**src/rtl/elevator_call_panel.sv**
```systemverilog
// ---------------------------------------------------------------------------
// elevator_call_panel
//
// Request front end for the two-floor elevator controller. Each raw call key
// is synchronised, debounced and latched as a pending call. Calls are then
// issued one at a time as single-cycle pulses, and only while the controller
// is idle. The next call waits until the controller has started and finished
// the trip, or until the acknowledge timeout has expired.
//
// Parameters:
//   DEBOUNCE_CYCLES  stable cycles needed to accept a key level (>= 2)
//   ACK_TIMEOUT      cycles to wait for the controller to leave idle
//
// Ports:
//   clk_50mhz   in   system clock, rising edge
//   rst         in   synchronous active-high reset
//   key_up      in   raw hall-up key (asynchronous, bouncy)
//   key_down    in   raw hall-down key
//   key_to_one  in   raw cabin "floor 1" key
//   key_to_two  in   raw cabin "floor 2" key
//   start_stop  in   run enable; 0 freezes issuing, latching continues
//   state[3:0]  in   controller state, 0 = idle
//   floor[1:0]  in   current floor, 1 or 2
//   up, down, toOne, toTwo  out  single-cycle request pulses (one-hot)
//   call_led[3:0]           out  pending calls {toTwo, toOne, down, up}
//
// Optional feature macro: CALL_PANEL_CANCEL_EN
//   defined     a new press of an already pending call cancels it
//   undefined   a repeated press while pending is ignored
// ---------------------------------------------------------------------------
module elevator_call_panel #(
   parameter int DEBOUNCE_CYCLES = 1000000,
   parameter int ACK_TIMEOUT     = 16
) (
   input  logic       clk_50mhz,
   input  logic       rst,
   input  logic       key_up,
   input  logic       key_down,
   input  logic       key_to_one,
   input  logic       key_to_two,
   input  logic       start_stop,
   input  logic [3:0] state,
   input  logic [1:0] floor,
   output logic       up,
   output logic       down,
   output logic       toOne,
   output logic       toTwo,
   output logic [3:0] call_led
);

   localparam int DB_W = (DEBOUNCE_CYCLES > 2) ? $clog2(DEBOUNCE_CYCLES) : 1;
   localparam int TO_W = (ACK_TIMEOUT > 2) ? $clog2(ACK_TIMEOUT) : 1;
   localparam logic [DB_W-1:0] DB_LAST = DB_W'(DEBOUNCE_CYCLES - 1);
   localparam logic [TO_W-1:0] TO_LAST = TO_W'(ACK_TIMEOUT - 1);

   typedef enum logic [1:0] {
      S_IDLE      = 2'd0,
      S_ISSUE     = 2'd1,
      S_WAIT_BUSY = 2'd2,
      S_WAIT_DONE = 2'd3
   } fsm_t;

   // Bit order everywhere: 0 = up, 1 = down, 2 = toOne, 3 = toTwo
   logic [3:0]      w_keys;
   logic [3:0]      r_sync1;
   logic [3:0]      r_sync2;
   logic [3:0]      r_deb;
   logic [3:0]      r_deb_q;
   logic [3:0]      r_mask;
   logic [1:0]      r_settle;
   logic [DB_W-1:0] r_db_cnt [4];

   logic [3:0]      r_pend;
   logic [3:0]      r_pulse;
   logic [TO_W-1:0] r_to_cnt;
   fsm_t            r_fsm;

   logic [3:0]      w_rise;
   logic [3:0]      w_valid;
   logic [3:0]      w_elig;
   logic [3:0]      w_sel;
   logic [3:0]      w_clr;
   logic [3:0]      w_pend_nxt;
   logic            w_launch;

   assign w_keys = {key_to_two, key_to_one, key_down, key_up};

   // Synchroniser and per-key debounce. A key held through reset stays
   // masked until it has been seen released, so it cannot fake a press.
   // r_settle waits out the two synchroniser stages after reset before the
   // synchronised level is trusted for unmasking.
   always_ff @(posedge clk_50mhz) begin
      if (rst) begin
         r_sync1  <= '0;
         r_sync2  <= '0;
         r_deb    <= '0;
         r_deb_q  <= '0;
         r_mask   <= '1;
         r_settle <= '0;
         for (int i = 0; i < 4; i++) r_db_cnt[i] <= '0;
      end else begin
         r_sync1  <= w_keys;
         r_sync2  <= r_sync1;
         r_deb_q  <= r_deb;
         r_settle <= {r_settle[0], 1'b1};
         for (int i = 0; i < 4; i++) begin
            if (r_sync2[i] == r_deb[i]) begin
               r_db_cnt[i] <= '0;
            end else if (r_db_cnt[i] == DB_LAST) begin
               r_deb[i]    <= r_sync2[i];
               r_db_cnt[i] <= '0;
            end else begin
               r_db_cnt[i] <= r_db_cnt[i] + DB_W'(1);
            end
            if (r_settle[1] && !r_sync2[i]) r_mask[i] <= 1'b0;
         end
      end
   end

   assign w_rise = r_deb & ~r_deb_q & ~r_mask;

   // up and toTwo only make sense on floor 1, down and toOne on floor 2
   assign w_valid = {floor == 2'd1, floor == 2'd2, floor == 2'd2, floor == 2'd1};
   assign w_elig  = r_pend & w_valid;

   // Fixed priority: toOne > toTwo > up > down
   always_comb begin
      w_sel = 4'b0000;
      if (w_elig[2])      w_sel = 4'b0100;
      else if (w_elig[3]) w_sel = 4'b1000;
      else if (w_elig[0]) w_sel = 4'b0001;
      else if (w_elig[1]) w_sel = 4'b0010;
   end

   assign w_launch = (r_fsm == S_IDLE) && (|w_elig) && start_stop && (state == 4'd0);
   assign w_clr    = w_launch ? w_sel : 4'b0000;

   always_comb begin
      w_pend_nxt = 4'b0000;
`ifdef CALL_PANEL_CANCEL_EN
      // A press on a pending call cancels it, unless that call is being
      // issued this cycle, in which case the issue wins.
      w_pend_nxt = (r_pend & ~w_clr & ~w_rise) | (~r_pend & w_rise);
`else
      // A press coinciding with its own issue re-arms the call as new.
      w_pend_nxt = (r_pend & ~w_clr) | w_rise;
`endif
      w_pend_nxt = w_pend_nxt & w_valid;
   end

   always_ff @(posedge clk_50mhz) begin
      if (rst) r_pend <= '0;
      else     r_pend <= w_pend_nxt;
   end

   // Issue handshake: pulse, wait for the controller to go busy (or time
   // out and drop the call), then wait for it to return to idle.
   always_ff @(posedge clk_50mhz) begin
      if (rst) begin
         r_fsm    <= S_IDLE;
         r_pulse  <= '0;
         r_to_cnt <= '0;
      end else begin
         case (r_fsm)
            S_IDLE: begin
               r_pulse <= '0;
               if (w_launch) begin
                  r_pulse <= w_sel;
                  r_fsm   <= S_ISSUE;
               end
            end
            S_ISSUE: begin
               r_pulse  <= '0;
               r_to_cnt <= '0;
               r_fsm    <= S_WAIT_BUSY;
            end
            S_WAIT_BUSY: begin
               if (state != 4'd0)          r_fsm <= S_WAIT_DONE;
               else if (r_to_cnt == TO_LAST) r_fsm <= S_IDLE;
               else                        r_to_cnt <= r_to_cnt + TO_W'(1);
            end
            S_WAIT_DONE: begin
               if (state == 4'd0) r_fsm <= S_IDLE;
            end
            default: r_fsm <= S_IDLE;
         endcase
      end
   end

   assign up       = r_pulse[0];
   assign down     = r_pulse[1];
   assign toOne    = r_pulse[2];
   assign toTwo    = r_pulse[3];
   assign call_led = r_pend;

endmodule

```
**config.mk**
```make
export PLATFORM = sky130hd
export DESIGN_NAME = elevator_call_panel
export DESIGN_NICKNAME = d
export VERILOG_FILES = /design/src/rtl/elevator_call_panel.sv
export SDC_FILE = /design/constraint.sdc
export NUM_CORES = 1
export LEC_CHECK = 0
export CAP_MARGIN = 20
export CORE_MARGIN = 4
export CORE_UTILIZATION = 40
export DETAILED_ROUTE_END_ITERATION = 7
export MAX_ROUTING_LAYER = met4
export PLACE_DENSITY_LB_ADDON = 0.08
export SETUP_SLACK_MARGIN = 0.02
export SLEW_MARGIN = 20
export SYNTH_ARGS = -nofsm -noshare
export SYNTH_HDL_FRONTEND = slang
export SYNTH_SLANG_ARGS = --single-unit
```
**constraint.sdc**
```tcl
create_clock -name clk_50mhz -period 5.9 [get_ports clk_50mhz]
set_input_delay 0.885 -clock clk_50mhz [delete_from_list [all_inputs] [get_ports clk_50mhz]]
set_output_delay 0.885 -clock clk_50mhz [all_outputs]
set_load 0.01 [all_outputs]
```
==> results of run 1 <==
==> sequential cells by signal, summed over array words and instances, names as in the netlist <==
name      flops
call_led      4
r_db_cnt     80
r_deb         4
r_deb_q       4
r_fsm         2
r_mask        4
r_pulse       4
r_settle      2
r_sync1       4
r_sync2       4
r_to_cnt      4
==> cell usage after synthesis (8+ instances only) <==
master | instances | area (sq um)
dfxtp_1 | 36 | 721
nor4_1 | 17 | 106
or3_1 | 12 | 75.1
xor2_1 | 17 | 149
inv_1 | 25 | 93.8
clkbuf_1 | 10 | 37.5
o21ai_0 | 20 | 100
xnor2_1 | 43 | 377
nor2b_1 | 16 | 100
nor2_1 | 72 | 270
nand4_1 | 24 | 150
nand2_1 | 29 | 109
nor3_1 | 20 | 100
edfxtp_1 | 80 | 2400
or4_1 | 8 | 60.1
a21oi_1 | 24 | 120
nand3_1 | 27 | 135
==> logic make-up (layout without fill, tap and decap cells) <==
logic type,Yosys count,count (layout),share of synthesized area [%]
buf+inv,39,79,2.72
xor+xnor,60,60,9.13
compound gates,71,71,7.78
flops,116,116,54.2
other cells,1,80,0.0651
fa+ha+maj,5,5,1.09
simple gates,266,266,25.0
==> through the flow <==
step / utilization (%) / std cells / cell area [sq um] / power, uW
finish: 50.0 / 857 / 7000 / 1970
global route: 50.0 / 857 / 7000 / 2040
CTS: 50.0 / 857 / 7000 / 1990
detailed placement: 46.0 / 825 / 6430 / 1010
global placement: 46.0 / 825 / 6430 / 1010
floorplan: - / 637 / 6050 / 988
==> cells in the final DEF, fill, tap and decap left out, drive strengths merged, types with 17 or more instances in the layout <==
cell           count
a21oi             24
clkbuf            29
clkdlybuf4s50     20
conb              80
dfxtp             36
edfxtp            80
inv               25
nand2             29
nand3             28
nand4             24
nor2              72
nor3              20
nor4              17
o21ai             23
xnor2             43
xor2              17
==> power by group through the flow <==
stage | combinational [uW] | clock (uW) | sequential (uW)
2_1_floorplan | 50.8 | 0 | 937
3_3_place_gp | 67.8 | 0 | 944
3_5_place_dp | 68.4 | 0 | 945
4_1_cts | 69.2 | 996 | 929
5_1_grt | 80.4 | 1030 | 934
6_report | 69.1 | 969 | 929
==> critical path: cells and delay by family <==
kind	cells	cell delay (ns)
buffers and inverters	1	0.41
AND/OR/NAND/NOR	3	1.38
AO/OA/AOI/OAI	1	0.14
==> cell type report <==
class,count,area share (%)
repair buffers,22,3.07
clock inverters,3,0.215
inverters,25,1.34
multi-input cells,482,39.6
clock buffers,29,7.88
flip-flops and latches,116,44.6
well taps,180,3.22
==> per-layer routing <==
layer  part of all wire [%]  track usage (%)  up-vias
li1                       -                -     2189
met1                     49             19.3     2020
met2                     46             21.7       65
met3                    2.8             3.71       19
met4                    2.0             6.68        0
met5                      0                -        -
==> worst max-delay path by stage <==
stage                                    end  slack [ns]  depth (start not counted)
2_1_floorplan  r_db_cnt[1][12]$_SDFFCE_PN0P_        3.73                          5
3_3_place_gp        r_to_cnt[0]$_SDFFE_PP0P_        3.12                          5
3_5_place_dp        r_to_cnt[0]$_SDFFE_PP0P_        3.04                          5
4_1_cts        r_db_cnt[2][10]$_SDFFCE_PN0P_        3.44                          5
5_1_grt              r_pulse[2]$_SDFFE_PP0P_        3.15                          5
6_report            r_to_cnt[0]$_SDFFE_PP0P_        3.42                          5
==> summary.txt, run 1 <==
Timing
  • Min Hold Slack: approximately 0.43 ns
  • PnR worst setup slack: 3.42 ns
  • Pins over their slew limit: 0
  • Final setup fails: 0
  • Final worst path period need: between 2 and 2.5 ns
  • Setup TNS: 0 ns
  • Slew at the pin closest to its max-slew limit: between 0.8 and 0.9 ns
  • F_max: slightly above 0.4 GHz
  • Period utilization: 42.0%
  • RSZ-0062 raised after global routing: false
  • Final Hold Viols: 0
  • Slew HR: 45.2%
  • Final Skew: between 0.006 and 0.007 ns

Placement
  • Pre-CTS setup slack: just over 3 ns
  • GPL Wtd Cong: 0.769
  • Half-perimeter wire length after placement: approximately 7.6 mm
  • Port Buffers: 20

Status
  • Status: complete, no violations

Clocking
  • Clk slew on worst S/H paths: approximately 0.050 ns
  • CTS sink cnt: 116
  • Post-CTS Setup Bufs: 0
  • Max Root-Sink Buffers: 2
  • H-tree levels: 4
  • Root Buffer: clkbuf_16
  • CTS Buf Count: 17
  • Post_cts resized: 0
  • TritonCTS clock tree: built
  • CTS Hold Buffers Added: 0
  • Clock latency at the later pin of the worst-skew pair: around 0.41 ns

Synthesis
  • Yosys Warn Count: 0
  • Synth unique cells: 50
  • Post-synthesis sequential area ratio: between 50% and 60%
  • Post-synthesis async set-or-reset flop share: 0%
  • Post-Synthesis Cells: roughly 560
  • Number of synthesized register bits: between 100 and 150
  • Synthesized area: ~5800 sq um
  • Predominant post-synthesis flop cell: edfxtp_1
  • EDFF count, synth: 80
  • Synth Area per Inst: 10.3 sq um

Power and ir drop
  • Net Sw Frac: 20.9%
  • Clock power frac: between 40% and 50%
  • NetSw: just over 400 uW
  • Sequential share of power: between 40% and 50%
  • Comb pwr share: ~3.5%
  • P_leak: roughly 0.0023 uW
  • Power Density: ~280 nW/um^2
  • VDD IR max: about 190 uV
  • P_int: 1560 uW

Min path
  • Worst Hold Depth: 1
  • Hold crit path type: flip-flop to flip-flop
  • Hold Path Origin: r_settle[0]$_DFF_P_
  • Hold Path Sink: r_settle[1]$_SDFF_PP0_

Drt
  • Final Routed Wirelength: around 11 mm
  • Via count: 4293
  • Per-cell routed wire length: 12.8 microns
  • DRT Pass-1 Iters: 5
  • DRT iter0 DRCs: around 280
  • DRC: 0
  • ANT nets after route: 0
  • Routed vias/inst: about 5.0

GRT
  • GRT Util Overall: roughly 15%
  • Initial antenna violation count: 0
  • Number of global-route vias before repair: 3974
  • Pin count of the biggest net entering global routing: 33
  • First-pass GRT wire length: around 19 mm
  • Global route overflow: 0

Floorplanning
  • Die Y: around 130 microns
  • CORE AREA: between 10000 and 15000 sq um
  • Die extent in x: around 130 microns
  • I/O Pins: 21
  • Rows: 43
  • Starting Density: between 40% and 50%
  • Die ar.: 16400 sq um

Cells and area
  • Share of cells above drive strength 1: 6.65%
  • Layout area overhead: 21.6%
  • ANT cells: 0
  • Fill cells: between 1000 and 1500
  • Multi-input logic area: 2780 sq um
  • Final #Nets: 682
  • Register Area: roughly 3100 sq um

Flow run
  • MaxCap Viol Count: 0

Worst setup path
  • Setup crit start: state[1]
  • Crit-path cells: clkdlybuf4s50_1, nor4_1, nand4_1, or2_2, a21oi_1
  • Worst Setup End Kind: flip-flop
  • CP Class: input port to flip-flop
  • CP Launch Type: input port
  • Worst Path Required: a little over 6 ns
  • FF-to-FF path depth: 4
  • Critical path's largest stage delay: slightly above 0.7 ns
  • Slowest cell on crit path: nor4_1
  • Worst Path Arrival: 2.81 ns
  • Reg2reg setup slack: approximately 3.5 ns
  • Worst R2R End: r_db_cnt[1][11]$_SDFFCE_PN0P_
  • FF-to-FF Start: r_db_cnt[1][13]$_SDFFCE_PN0P_
  • Largest fanout on the critical path: 5
Note: power is estimated with default switching activity, not from simulation.
==> run 2: changes to the inputs <==
==> constraint.sdc (replaced) <==
create_clock -name clk_50mhz -period 2.1 [get_ports clk_50mhz]
set_input_delay 0.315 -clock clk_50mhz [delete_from_list [all_inputs] [get_ports clk_50mhz]]
set_output_delay 0.315 -clock clk_50mhz [all_outputs]
set_load 0.01 [all_outputs]
==> summary.txt, run 2 (synthesis results as in run 1) <==
Timing
  • F_max: ~0.49 GHz
  • Final Skew: 0.00703 ns (was 0.00690 ns)
  • Final setup fails: 0 (unchanged)
  • Setup TNS: 0 ns (unchanged)
  • RSZ-0062 raised after global routing: true (was false)
  • PnR worst setup slack: 0.0382 ns (was 3.42 ns)
  • Final worst path period need: 2.06 ns
  • Final Hold Viols: 0 (unchanged)
  • Pins over their slew limit: 0 (unchanged)
  • Period utilization: 98.2%

Cells and area
  • Layout area overhead: 27.5% (was 21.6%)
  • Final #Nets: 716 (was 682)
  • Most frequent cells in the layout: edfxtp_1, conb_1, nor2_1 (unchanged)
  • Max reg flops: 80 (unchanged)
  • ANT cells: 0 (unchanged)
  • Finished Layout Cells: 891 (was 857)
  • Reg with most FFs: r_db_cnt (unchanged)
  • Fin util: 52.5% (was 50.0%)
  • Share of cells above drive strength 1: 12.9% (was 6.65%)

Power and ir drop
  • P_leak: 0.00250 uW (was 0.00232 uW)
  • Power Density: 753 nW/um^2 (was 281 nW/um^2)
  • VDD IR max: 480 uV (was 186 uV)

Worst setup path
  • Crit-path cells: or4_4, or4_4, o21ai_4, buf_6, a21oi_2 (was clkdlybuf4s50_1, nor4_1, nand4_1, or2_2, a21oi_1)
  • Worst R2R End: r_db_cnt[1][18]$_SDFFCE_PN0P_ (was r_db_cnt[1][11]$_SDFFCE_PN0P_)
  • Worst Path Buf+Inv: 1 (unchanged)
  • Largest fanout on the critical path: 5 (unchanged)
  • FF-to-FF Start: r_db_cnt[1][13]$_SDFFCE_PN0P_ (unchanged)
  • CP Class: flip-flop to flip-flop (was input port to flip-flop)
  • Slowest cell on crit path: or4_4 (was nor4_1)
  • FF-to-FF path depth: 5 (was 4)
  • Worst Path Required: 2.25 ns (was 6.23 ns)
  • CP top delay family: simple AND/OR/NAND/NOR gates (unchanged)
  • Critical path's largest stage delay: 0.53 ns (was 0.72 ns)
  • Worst Path Arrival: 2.21 ns (was 2.81 ns)
  • Reg2reg setup slack: 0.04 ns (was 3.50 ns)
  • CP Launch Type: flip-flop (was input port)
  • Worst Setup End Kind: flip-flop (unchanged)
  • Setup crit start: r_db_cnt[1][13]$_SDFFCE_PN0P_ (was state[1])
  • Cell mode on critical path: or4_4

GRT
  • Number of global-route vias before repair: 4242 (was 3974)
  • Global route overflow: 0 (unchanged)
  • GRT Util Overall: 15.3% (was 14.8%)
  • First-pass GRT wire length: 19.6 mm (was 18.8 mm)
  • Initial antenna violation count: 0 (unchanged)
  • Pin count of the biggest net entering global routing: 33 (unchanged)

Placement
  • GPL Wtd Cong: 0.828 (was 0.769)
  • Port Buffers: 20 (unchanged)
  • Pre-CTS setup slack: -0.00396 ns (was 3.04 ns)
  • Dpl cells: 855 (was 825)
  • Half-perimeter wire length after placement: 7.90 mm (was 7.57 mm)

Drt
  • DRT iter0 DRCs: 225 (was 275)
  • ANT nets after route: 0 (unchanged)
  • Per-cell routed wire length: 12.8 microns (about the same)
  • DRT Pass-1 Iters: 5 (unchanged)
  • Via count: 4342 (was 4293)
  • Final Routed Wirelength: 11.4 mm (was 11.0 mm)
  • DRC: 0 (unchanged)
  • Routed vias/inst: 4.87 (was 5.01)

Min path
  • Worst Hold Depth: 1 (unchanged)
  • Hold crit path type: flip-flop to flip-flop (unchanged)
  • Hold Path Origin: r_sync1[0]$_SDFF_PP0_ (was r_settle[0]$_DFF_P_)
  • Hold Path Sink: r_sync2[0]$_SDFF_PP0_ (was r_settle[1]$_SDFF_PP0_)

Floorplanning
  • Rows: 43 (unchanged)
  • Starting Density: 41.2% (unchanged)
  • Die Y: 128 microns (unchanged)
  • CORE AREA: 14000 sq um (unchanged)
  • Die extent in x: 128 microns (unchanged)
  • I/O Pins: 21 (unchanged)
  • Die ar.: 16400 sq um (unchanged)

Clocking
  • Max Root-Sink Buffers: 2 (unchanged)
  • H-tree levels: 4 (unchanged)
  • Root Buffer: clkbuf_16 (unchanged)
  • TritonCTS clock tree: built (unchanged)
  • Clock latency at the later pin of the worst-skew pair: 0.41 ns (about the same)
  • CTS sink cnt: 116 (unchanged)
  • Clk slew on worst S/H paths: 0.05 ns (about the same)
  • CTS Buf Count: 17 (unchanged)
  • CTS Hold Buffers Added: 0 (unchanged)

Flow run
  • MaxCap Viol Count: 0 (unchanged)

Status
  • Status: complete, no violations (unchanged)
run 2: cell count changes in the layout (fill, tap and decap cells not counted), sizes merged:
cell	change
clkinv	+1
clkbuf	-1
buf	+34
run 2: worst register-to-register path, stage by stage, from the launching register on:
cell and delay [ns]:
edfxtp_1 0.38, or4_4 0.53, or4_4 0.45, o21ai_4 0.24
buf_6 0.17, a21oi_2 0.04
run 2: report_power, final:
group          switching (uW)  total (uW)  internal, uW  leakage [uW]
logic                     125         237           112       0.00111
clock network             972        2690          1720      0.000276
registers                76.5        2600          2530       0.00112
total                    1170        5530          4350       0.00250
run 2: worst max-delay path by stage:
stage | end | slack, ns | depth (start not counted)
detailed placement | r_db_cnt[1][15]$_SDFFCE_PN0P_ | -0.004 | 5
global route | r_db_cnt[1][18]$_SDFFCE_PN0P_ | -0.05 | 5
floorplan | r_db_cnt[1][12]$_SDFFCE_PN0P_ | -0.07 | 5
finish | r_db_cnt[1][18]$_SDFFCE_PN0P_ | 0.04 | 5
CTS | r_db_cnt[1][15]$_SDFFCE_PN0P_ | 0.02 | 5
global placement | r_db_cnt[1][15]$_SDFFCE_PN0P_ | 0.02 | 5
run 2: layout make-up:
class | count | area, sq um
inverters | 25 | 93.8
fillers | 1304 | 6650
repair buffers | 56 | 523
well taps | 180 | 225
clock buffers | 28 | 537
flip-flops and latches | 116 | 3120
multi-input cells | 482 | 2820
clock inverters | 4 | 17.5
run 2: layer usage:
| metal | vias to the layer above | routed length (microns) | global-route usage, % |
|---|---|---|---|
| met5 | - | 0 | - |
| met1 | 2014 | 5620 | 19.8 |
| li1 | 2255 | - | - |
| met2 | 52 | 5230 | 23.6 |
| met4 | 0 | 190 | 5.99 |
| met3 | 21 | 340 | 3.42 |
run 2: what timing repair did:
| item | 4_1_cts | 5_1_grt |
|---|---|---|
| resized for setup | 6 | 15 |
| buffers inserted | 2 | 0 |
| setup endpoints to repair | 18 | 20 |
| pin swaps | 2 | 7 |
| gates cloned | 2 | 0 |
run 2: stage by stage:
| stage | cell area (sq um) | power [uW] | hold WS, ns |
|---|---|---|---|
| after floorplan | 6050 | 2770 | 0.414 |
| after global placement | 6700 | 2870 | 0.419 |
| after detailed placement | 6700 | 2870 | 0.426 |
| after CTS | 7290 | 5580 | 0.438 |
| after global routing | 7340 | 5750 | 0.455 |
| final | 7340 | 5530 | 0.434 |
